==> config.mk <==
export PLATFORM = sky130hd
export DESIGN_NAME = instr_fetch_flat
export DESIGN_NICKNAME = d
export VERILOG_FILES = /design/src/rtl/instr_fetch_pkg.sv /design/src/rtl/instr_fetch_if.sv /design/src/rtl/instr_fetch_prog_counter.sv /design/src/rtl/instr_fetch.sv /design/src/flat_wrapper.sv
export SDC_FILE = /design/constraint.sdc
export NUM_CORES = 1
export LEC_CHECK = 0
export ABC_AREA = 1
export CAP_MARGIN = 30
export CORE_UTILIZATION = 45
export DETAILED_ROUTE_END_ITERATION = 8
export DONT_BUFFER_PORTS = 1
export GPL_TIMING_DRIVEN = 1
export PLACE_DENSITY = 0.68
export SLEW_MARGIN = 20
export SYNTH_ARGS = -nofsm -noshare
export SYNTH_HDL_FRONTEND = slang
export SYNTH_SLANG_ARGS = --single-unit
==> constraint.sdc <==
create_clock -name clk -period 2.9 [get_ports clk]
set_clock_uncertainty 0.15 [all_clocks]
set_input_delay 0.58 -clock clk [delete_from_list [all_inputs] [get_ports clk]]
set_output_delay 0.58 -clock clk [all_outputs]
set_load 0.01 [all_outputs]
==> src/rtl/instr_fetch_pkg.sv <==
// instr_fetch_pkg: shared e418 fetch definitions (widths, halt encoding, FSM states).
`default_nettype none

package instr_fetch_pkg;

  localparam int unsigned c_ADDR_W = 8;
  localparam int unsigned c_DATA_W = 16;
  localparam logic [c_DATA_W-1:0] c_HALT_WORD = 16'hFFFF;

  typedef enum logic [1:0] {
    ST_IDLE  = 2'd0,
    ST_FETCH = 2'd1,
    ST_HALT  = 2'd2
  } fetch_state_e;

endpackage

`default_nettype wire

==> src/rtl/instr_fetch_if.sv <==
// instr_fetch_if: ROM port, downstream valid/ready handshake and execute redirect of the fetch stage.
`default_nettype none

interface instr_fetch_if
  import instr_fetch_pkg::*;
#(
  parameter int unsigned ADDR_W = c_ADDR_W,
  parameter int unsigned DATA_W = c_DATA_W
);

  logic              run;
  logic [ADDR_W-1:0] rom_addr;
  logic [DATA_W-1:0] rom_data;
  logic [DATA_W-1:0] instr;
  logic [ADDR_W-1:0] instr_pc;
  logic              instr_valid;
  logic              instr_ready;
  logic              jump;
  logic [ADDR_W-1:0] jump_target;
  logic              halted;

  // master = fetch stage, slave = ROM/decoder/execute side
  modport master (
    input  run, rom_data, instr_ready, jump, jump_target,
    output rom_addr, instr, instr_pc, instr_valid, halted
  );

  modport slave (
    output run, rom_data, instr_ready, jump, jump_target,
    input  rom_addr, instr, instr_pc, instr_valid, halted
  );

endinterface

`default_nettype wire

==> src/rtl/instr_fetch_prog_counter.sv <==
// instr_fetch_prog_counter: PC register with load and increment, wrapping modulo 2^ADDR_W.
`default_nettype none

module instr_fetch_prog_counter #(
  parameter int unsigned       ADDR_W   = 8,
  parameter logic [ADDR_W-1:0] RESET_PC = '0
) (
  input  wire logic              clk,
  input  wire logic              reset,
  input  wire logic              load_i,
  input  wire logic [ADDR_W-1:0] load_val_i,
  input  wire logic              inc_i,
  output logic      [ADDR_W-1:0] pc_o
);

  logic [ADDR_W-1:0] pc_q;
  logic [ADDR_W-1:0] pc_d;

  // load wins over increment so a redirect always lands on its target
  always_comb begin
    pc_d = pc_q;
    if (load_i) begin
      pc_d = load_val_i;
    end else if (inc_i) begin
      pc_d = pc_q + {{(ADDR_W-1){1'b0}}, 1'b1};
    end
  end

  always_ff @(posedge clk or posedge reset) begin
    if (reset) begin
      pc_q <= RESET_PC;
    end else begin
      pc_q <= pc_d;
    end
  end

  assign pc_o = pc_q;

endmodule

`default_nettype wire

==> src/rtl/instr_fetch.sv <==
// instr_fetch: e418 fetch stage - PC, instruction register, valid/ready handoff, jump flush and halt.
`default_nettype none

module instr_fetch
  import instr_fetch_pkg::*;
#(
  parameter int unsigned       ADDR_W    = c_ADDR_W,
  parameter int unsigned       DATA_W    = c_DATA_W,
  parameter logic [ADDR_W-1:0] RESET_PC  = '0,
  parameter logic [DATA_W-1:0] HALT_WORD = c_HALT_WORD
) (
  input  wire logic       clk,
  input  wire logic       reset,
  instr_fetch_if.master   bus
);

  fetch_state_e      state_q, state_d;
  logic [DATA_W-1:0] instr_q, instr_d;
  logic [ADDR_W-1:0] instr_pc_q, instr_pc_d;
  logic              instr_valid_q, instr_valid_d;
  logic              halted_q, halted_d;

  logic              pc_load;
  logic              pc_inc;
  logic [ADDR_W-1:0] pc;
  logic              slot_free;
  logic              is_halt;

  instr_fetch_prog_counter #(
    .ADDR_W   (ADDR_W),
    .RESET_PC (RESET_PC)
  ) u_pc (
    .clk        (clk),
    .reset      (reset),
    .load_i     (pc_load),
    .load_val_i (bus.jump_target),
    .inc_i      (pc_inc),
    .pc_o       (pc)
  );

  assign slot_free = !instr_valid_q || bus.instr_ready;
  assign is_halt   = (bus.rom_data == HALT_WORD);

  always_comb begin
    state_d       = state_q;
    instr_d       = instr_q;
    instr_pc_d    = instr_pc_q;
    // a presented word drops once accepted unless a new capture replaces it
    instr_valid_d = instr_valid_q && !bus.instr_ready;
    halted_d      = halted_q;
    pc_load       = 1'b0;
    pc_inc        = 1'b0;

    if (bus.jump) begin
      pc_load       = 1'b1;
      instr_valid_d = 1'b0;
      halted_d      = 1'b0;
      state_d       = bus.run ? ST_FETCH : ST_IDLE;
    end else begin
      case (state_q)
        ST_IDLE: begin
          if (bus.run) begin
            state_d = ST_FETCH;
          end
        end
        ST_FETCH: begin
          if (!bus.run) begin
            state_d = ST_IDLE;
          end else if (slot_free) begin
            instr_d       = bus.rom_data;
            instr_pc_d    = pc;
            instr_valid_d = 1'b1;
            if (is_halt) begin
              state_d  = ST_HALT;
              halted_d = 1'b1;
            end else begin
              pc_inc = 1'b1;
            end
          end
        end
        ST_HALT: begin
          halted_d = 1'b1;
        end
        default: begin
          state_d = ST_IDLE;
        end
      endcase
    end
  end

  always_ff @(posedge clk or posedge reset) begin
    if (reset) begin
      state_q       <= ST_IDLE;
      instr_q       <= '0;
      instr_pc_q    <= '0;
      instr_valid_q <= 1'b0;
      halted_q      <= 1'b0;
    end else begin
      state_q       <= state_d;
      instr_q       <= instr_d;
      instr_pc_q    <= instr_pc_d;
      instr_valid_q <= instr_valid_d;
      halted_q      <= halted_d;
    end
  end

  assign bus.rom_addr    = pc;
  assign bus.instr       = instr_q;
  assign bus.instr_pc    = instr_pc_q;
  assign bus.instr_valid = instr_valid_q;
  assign bus.halted      = halted_q;

endmodule

`default_nettype wire

==> src/flat_wrapper.sv <==
// flat-port wrapper written by rule: the top's interface ports become plain ports
module instr_fetch_flat import instr_fetch_pkg::*;
#(
  parameter int unsigned       ADDR_W    = c_ADDR_W,
  parameter int unsigned       DATA_W    = c_DATA_W,
  parameter logic [ADDR_W-1:0] RESET_PC  = '0,
  parameter logic [DATA_W-1:0] HALT_WORD = c_HALT_WORD
)
  (clk, reset, bus_run, bus_rom_data, bus_instr_ready, bus_jump, bus_jump_target, bus_rom_addr, bus_instr, bus_instr_pc, bus_instr_valid, bus_halted);
  instr_fetch_if #(.ADDR_W(ADDR_W), .DATA_W(DATA_W)) bus_i ();
  input  wire logic clk;
  input  wire logic reset;
  input wire logic [$bits(bus_i.run)-1:0] bus_run;
  input wire logic [$bits(bus_i.rom_data)-1:0] bus_rom_data;
  input wire logic [$bits(bus_i.instr_ready)-1:0] bus_instr_ready;
  input wire logic [$bits(bus_i.jump)-1:0] bus_jump;
  input wire logic [$bits(bus_i.jump_target)-1:0] bus_jump_target;
  output wire logic [$bits(bus_i.rom_addr)-1:0] bus_rom_addr;
  output wire logic [$bits(bus_i.instr)-1:0] bus_instr;
  output wire logic [$bits(bus_i.instr_pc)-1:0] bus_instr_pc;
  output wire logic [$bits(bus_i.instr_valid)-1:0] bus_instr_valid;
  output wire logic [$bits(bus_i.halted)-1:0] bus_halted;
  assign bus_i.run = bus_run;
  assign bus_i.rom_data = bus_rom_data;
  assign bus_i.instr_ready = bus_instr_ready;
  assign bus_i.jump = bus_jump;
  assign bus_i.jump_target = bus_jump_target;
  assign bus_rom_addr = bus_i.rom_addr;
  assign bus_instr = bus_i.instr;
  assign bus_instr_pc = bus_i.instr_pc;
  assign bus_instr_valid = bus_i.instr_valid;
  assign bus_halted = bus_i.halted;
  instr_fetch #(.ADDR_W(ADDR_W), .DATA_W(DATA_W), .RESET_PC(RESET_PC), .HALT_WORD(HALT_WORD)) u_core (.clk(clk), .reset(reset), .bus(bus_i));
endmodule
; After elaboration in Yosys (flattened, before gate mapping)
; Index checks and enable logic that the tools add are counted.
[word_totals]
register_bits = 36
output_inout_bits = 34
wordCells = 52
[op_classes]
n_addsub = 1
bitwise_logic = 1
reduce_logical = 10
eq_ne = 10
mux = 24
[ops]
columns = cell, count
row1 = "16-bit equality test, second input constant", 1
row2 = 8-bit 2-to-1 mux, 2
row3 = 1-bit 2-to-1 mux, 15
row4 = 4-bit AND reduction, 3
row5 = 2-bit 2-to-1 mux, 5
row6 = "8-bit by 1-bit adder with 8-bit output, second input constant", 1
row7 = "4-bit by 3-bit inequality test with 1-bit output, second input constant", 2
row8 = "3-bit by 2-bit inequality test with 1-bit output, second input constant", 2
row9 = "3-bit inequality test, second input constant", 2
row10 = 2-bit one-hot mux with 3 select lines, 1
row11 = 3-bit nonzero test, 1
row12 = "2-bit by 1-bit equality test with 1-bit output, second input constant", 1
row13 = "2-bit equality test, second input constant", 1
row14 = 1-bit zero test, 2
row15 = 2-bit zero test, 1
row16 = "2-bit inequality test, second input constant", 1
row17 = 1-bit one-hot mux with 2 select lines, 1
row18 = 2-bit nonzero test, 1
row19 = 1-bit logical AND, 1
row20 = 1-bit logical OR, 1
row21 = 1-bit NOT, 1

; Longest topological paths before layout
[logic_depth]
word_depth = 8
ltp_mapped = 9
ltp_nobuf = 8

; By module
; Synthesis repeated with hierarchy kept, for this count alone.
[unflattened]
hier_cells = 213
area_unflattened_um2 = 1749.2
[by_module_without_submodules]
columns = module, instances, area_per_inst_um2, seq_area_each_um2, cells_each
row1 = instr_fetch, 1, 1258.7, 700.7, 149
row2 = instr_fetch_prog_counter, 1, 490.5, 200.2, 64

; Least setup slack after synthesis
; No wires, ideal clock.
[synth_path]
path_kind = input port to flip-flop
startpoint = input port bus_rom_data[13]
endpoint = register u_core.u_pc.pc_q[0] (netlist: u_core.u_pc.pc_o[0])
slack_ns = 1.299
arrival_ns = 1.334
t_required_ns = 2.633
n_path_buf = 0
cell_stages = 7
path_cell_list = nand2_1 nor2_1 nand2_1 o21ai_2 nand2_2 nand2_1 nand2_1
[synth_via]
elab_chain_len = 7
[synth_rtl]
columns = item, line
row1 = start: declaration, flat_wrapper.sv:14  ; input wire logic [$bits(bus_i.rom_data)-1:0] bus_rom_data;
row2 = 16-bit equality test, instr_fetch.sv:42  ; assign is_halt = (bus.rom_data == HALT_WORD);
row3 = 1-bit 2-to-1 mux, instr_fetch.sv:73  ; if (is_halt) begin
row4 = 1-bit 2-to-1 mux, instr_fetch.sv:69  ; end else if (slot_free) begin
row5 = 1-bit 2-to-1 mux, instr_fetch.sv:67  ; if (!bus.run) begin
row6 = 1-bit 2-to-1 mux, instr_fetch.sv:60  ; case (state_q)
row7 = 1-bit 2-to-1 mux, instr_fetch.sv:54  ; if (bus.jump) begin
row8 = 2-bit nonzero test (no line), --
row9 = end signal: assignment, instr_fetch_prog_counter.sv:33  ; pc_q <= pc_d;
row10 = end: declaration, instr_fetch_prog_counter.sv:16  ; logic [ADDR_W-1:0] pc_q;
; No other way between the ends.
; A chain may end at the register's enable or synchronous reset.

; Final worst setup path
[layout_path]
startpoint = register u_core.instr_valid_q (netlist: u_core.bus.instr_valid)
endpoint = register u_core.u_pc.pc_q[5] (netlist: u_core.u_pc.pc_o[5])
[layout_via]
elab_chain_len = 7
[layout_rtl]
columns = item, line
row1 = start: declaration, instr_fetch.sv:20  ; logic instr_valid_q, instr_valid_d;
row2 = start signal: assignment, instr_fetch.sv:102  ; instr_valid_q <= instr_valid_d;
row3 = 1-bit zero test, instr_fetch.sv:41  ; assign slot_free = !instr_valid_q || bus.instr_ready;
row4 = 1-bit logical OR, instr_fetch.sv:41
row5 = 1-bit 2-to-1 mux, instr_fetch.sv:69
row6 = 1-bit 2-to-1 mux, instr_fetch.sv:67
row7 = 1-bit 2-to-1 mux, instr_fetch.sv:60
row8 = 1-bit 2-to-1 mux, instr_fetch.sv:54
row9 = 2-bit nonzero test (no line), --
; No other way between the ends.

==> impl_metrics.yaml <==
outcome:
  status: "complete, no violations"
setup_path:
  worst_setup_path_end_kind: "flop"
  cp_max_fo: 9
  ff2ff_path_depth: 7
  cp_data_arrival_time_ns: 1.69
  cp_cell_sequence: "inv_1 > nor2_1 > nor2_1 > o21ai_2 > nand2_2 > nand2_1 > nand2_1"
  cp-start-kind: "flop"
  max_stage_delay_ns: 0.40
  r2r_end: "u_core.u_pc.pc_o[5]"
  rrSetupSlack_ns: 1.24
  crit_start: "u_core.bus.instr_valid"
  required_ns: 2.92
  slowest_stage: "dfrtp_1"
  endpoint: "u_core.u_pc.pc_o[5]"
  rr_startpoint: "u_core.bus.instr_valid"
  crit_type: "flop to flop"
clocking:
  clk_pin_slew_ns: 0.07
  clk_path_buf_depth: 2
  postCtsSetupRepairBufs: 0
  cts_tree: "built"
  root_buffer: "clkbuf_8"
  h-tree-depth: 2
  cts_buffers: 5
  cts_resized: 0
  holdBufCountCts: 0
  insertion_delay_ns: 0.28
  numClockSinks: 36
synth:
  yosysUniqueCellTypes: 20
  synthesis.nets: 268
  synth_edf_count: 0
  async_flop_share_pct: 100
  netlist_area_um2: 1790
  ys_seq_elements: 36
  synth_cells: 238
  yosysSeqAreaShare_pct: 50.3
  ys.warnings.count: 0
  ys.flop_type: "dfrtp_1"
  synth.avg_cell_area_um2: 7.52
finish:
  final_area_um2: 1920
  fin_util_pct: 51.3
  regArea_um2: 901
  n_antenna_cell: 0
  layout-drive-gt1-share_pct: 6.72
  fin_cells: 286
  multi_input_area_um2: 723
  nFillCells: 411
  syn2layout_area_growth_pct: 7.20
  nets: 267
floorplan:
  die_w_um: 65.1
  die_area_um2: 4230
  start_util_pct: 47.8
  die_y_um: 65.1
  pin_count: 63
  core_area_um2: 3740
  std_cell_rows: 22
grt:
  grt_usage_pct: 18.8
  antenna_found_initial: 0
  grt_start_max_net_pins: 49
  grt_pass1_vias: 1367
  grt_pass1_wl_um: 5950
  globalRouteOverflowTotal: 0
detailed_routing:
  drtIter0Drc: 64
  dr_total_vias: 1443
  ant_nets: 0
  drc: 0
  top_layer: "met4"
  viasPerCell: 5.05
  drt_first_pass_iters: 4
  wl_met2_um: 1730
  avgRoutedWirePerCell_um: 12.8
  drt-met1-wl_um: 1560
  wl_met3_um: 299
  totalWireLength_um: 3670
sta:
  clock.fmax_mhz: 601
  whs_ns: 0.135
  relSlewSlack_pct: 70.0
  hold_viol: 0
  fin_tns_setup_ns: 0
  tightestPinTransition_ns: 0.450
  rsz0062_at_grt: "no"
  finalWorstSetupSlack_ns: 1.24
  maxSlewViolCount: 0
  period_share_pct: 57.4
  finalCriticalPeriod_ns: 1.66
  setup_viol: 0
power_and_ir_drop:
  leakagePower_nw: 0.942
  vdd.ir_drop.worst_mv: 0.403
  powerDensity_nw_per_um2: 861
  finalPower_mw: 1.65
place:
  pre_cts_slack_ns: 1.07
  post-dp-hpwl_um: 2610
  place_congestion: 0.760
  port_buffers: 0
  placed_cells: 278
  dpl-instance-area_um2: 1810
min_path:
  hp-class: "primary input to asynchronous set/reset pin"
flow_run:
  cap_violations: 0
-- cell usage in the layout, fill, tap and decap left out --
cell / count
o21ai_2: 1
o21ai_1: 6
nor3_4: 1
nor2_4: 1
nand3_1: 20
clkbuf_1: 1
nand2_1: 80
buf_4: 2
inv_2: 2
a21oi_1: 6
ha_1: 1
nand4_1: 1
nand2_2: 2
xnor2_1: 2
clkbuf_8: 5
clkinv_2: 1
nor2_1: 22
bufinv_16: 1
o21ai_0: 19
dfrtp_1: 36
inv_1: 28
-- layer usage --
| metal | global-route usage [%] | vias to the layer above |
|---|---|---|
| met5 | 0 | - |
| met4 | 8.15 | 0 |
| met3 | 7.04 | 6 |
| met2 | 30.9 | 47 |
| met1 | 21.8 | 654 |
| li1 | - | 736 |
-- area by class of cell --
cell class / instances / area share, %
clock buffers: 6 / 3.78
clock inverters: 2 / 1.83
inverters: 30 / 5.87
multi-input cells: 162 / 37.7
flip-flops and latches: 36 / 46.9
well taps: 48 / 3.13
repair buffers: 2 / 0.782
-- synthesized netlist by cell type, types with 6 or more instances --
library cell / n / area [um^2]
a21oi_1: 6 / 30.0
buf_2: 6 / 30.0
dfrtp_1: 36 / 901
inv_1: 28 / 105
nand2_1: 80 / 300
nand3_1: 20 / 100
nor2_1: 22 / 82.6
o21ai_0: 19 / 95.1
o21ai_1: 6 / 30.0
-- registers in the layout (all words and copies together) (netlist names) --
name	flops
u_core.bus.halted	1
u_core.bus.instr	16
u_core.bus.instr_pc	8
u_core.bus.instr_valid	1
u_core.state_q	2
u_core.u_pc.pc_o	8
-- report_power, final --
group	internal (mW)	total, mW	switching [mW]
clock	0.255	0.427	0.172
sequential	0.684	0.930	0.247
combinational	0.120	0.295	0.174
-- critical path, delay by kind of cell, from the launching register on --
kind,cells,cell delay (ns)
buffers and inverters,1,0.05
flip-flops,1,0.40
AND/OR/NAND/NOR,5,0.76
AO/OA/AOI/OAI,1,0.19
-- worst min-delay path by stage --
stage / end / slack [ns] / cells after the start
CTS: u_core.bus.instr[5] / 0.15 / 2
global placement: u_core.state_q[0] / 0.36 / 2
finish: u_core.bus.instr[2] / 0.14 / 2
detailed placement: u_core.state_q[0] / 0.38 / 2
floorplan: u_core.state_q[0] / 0.33 / 2
global route: u_core.bus.instr[2] / 0.18 / 2
-- logic make-up after synthesis --
family,after synthesis,synth area share (%)
flip-flops,36,50.3
buffers and inverters,40,9.64
AND/OR/NAND/NOR,127,29.2
XOR/XNOR,2,0.979
adder cells (fa/ha/maj),1,0.699
AO/OA/AOI/OAI,32,9.15
(Power assumes the default switching activity.)
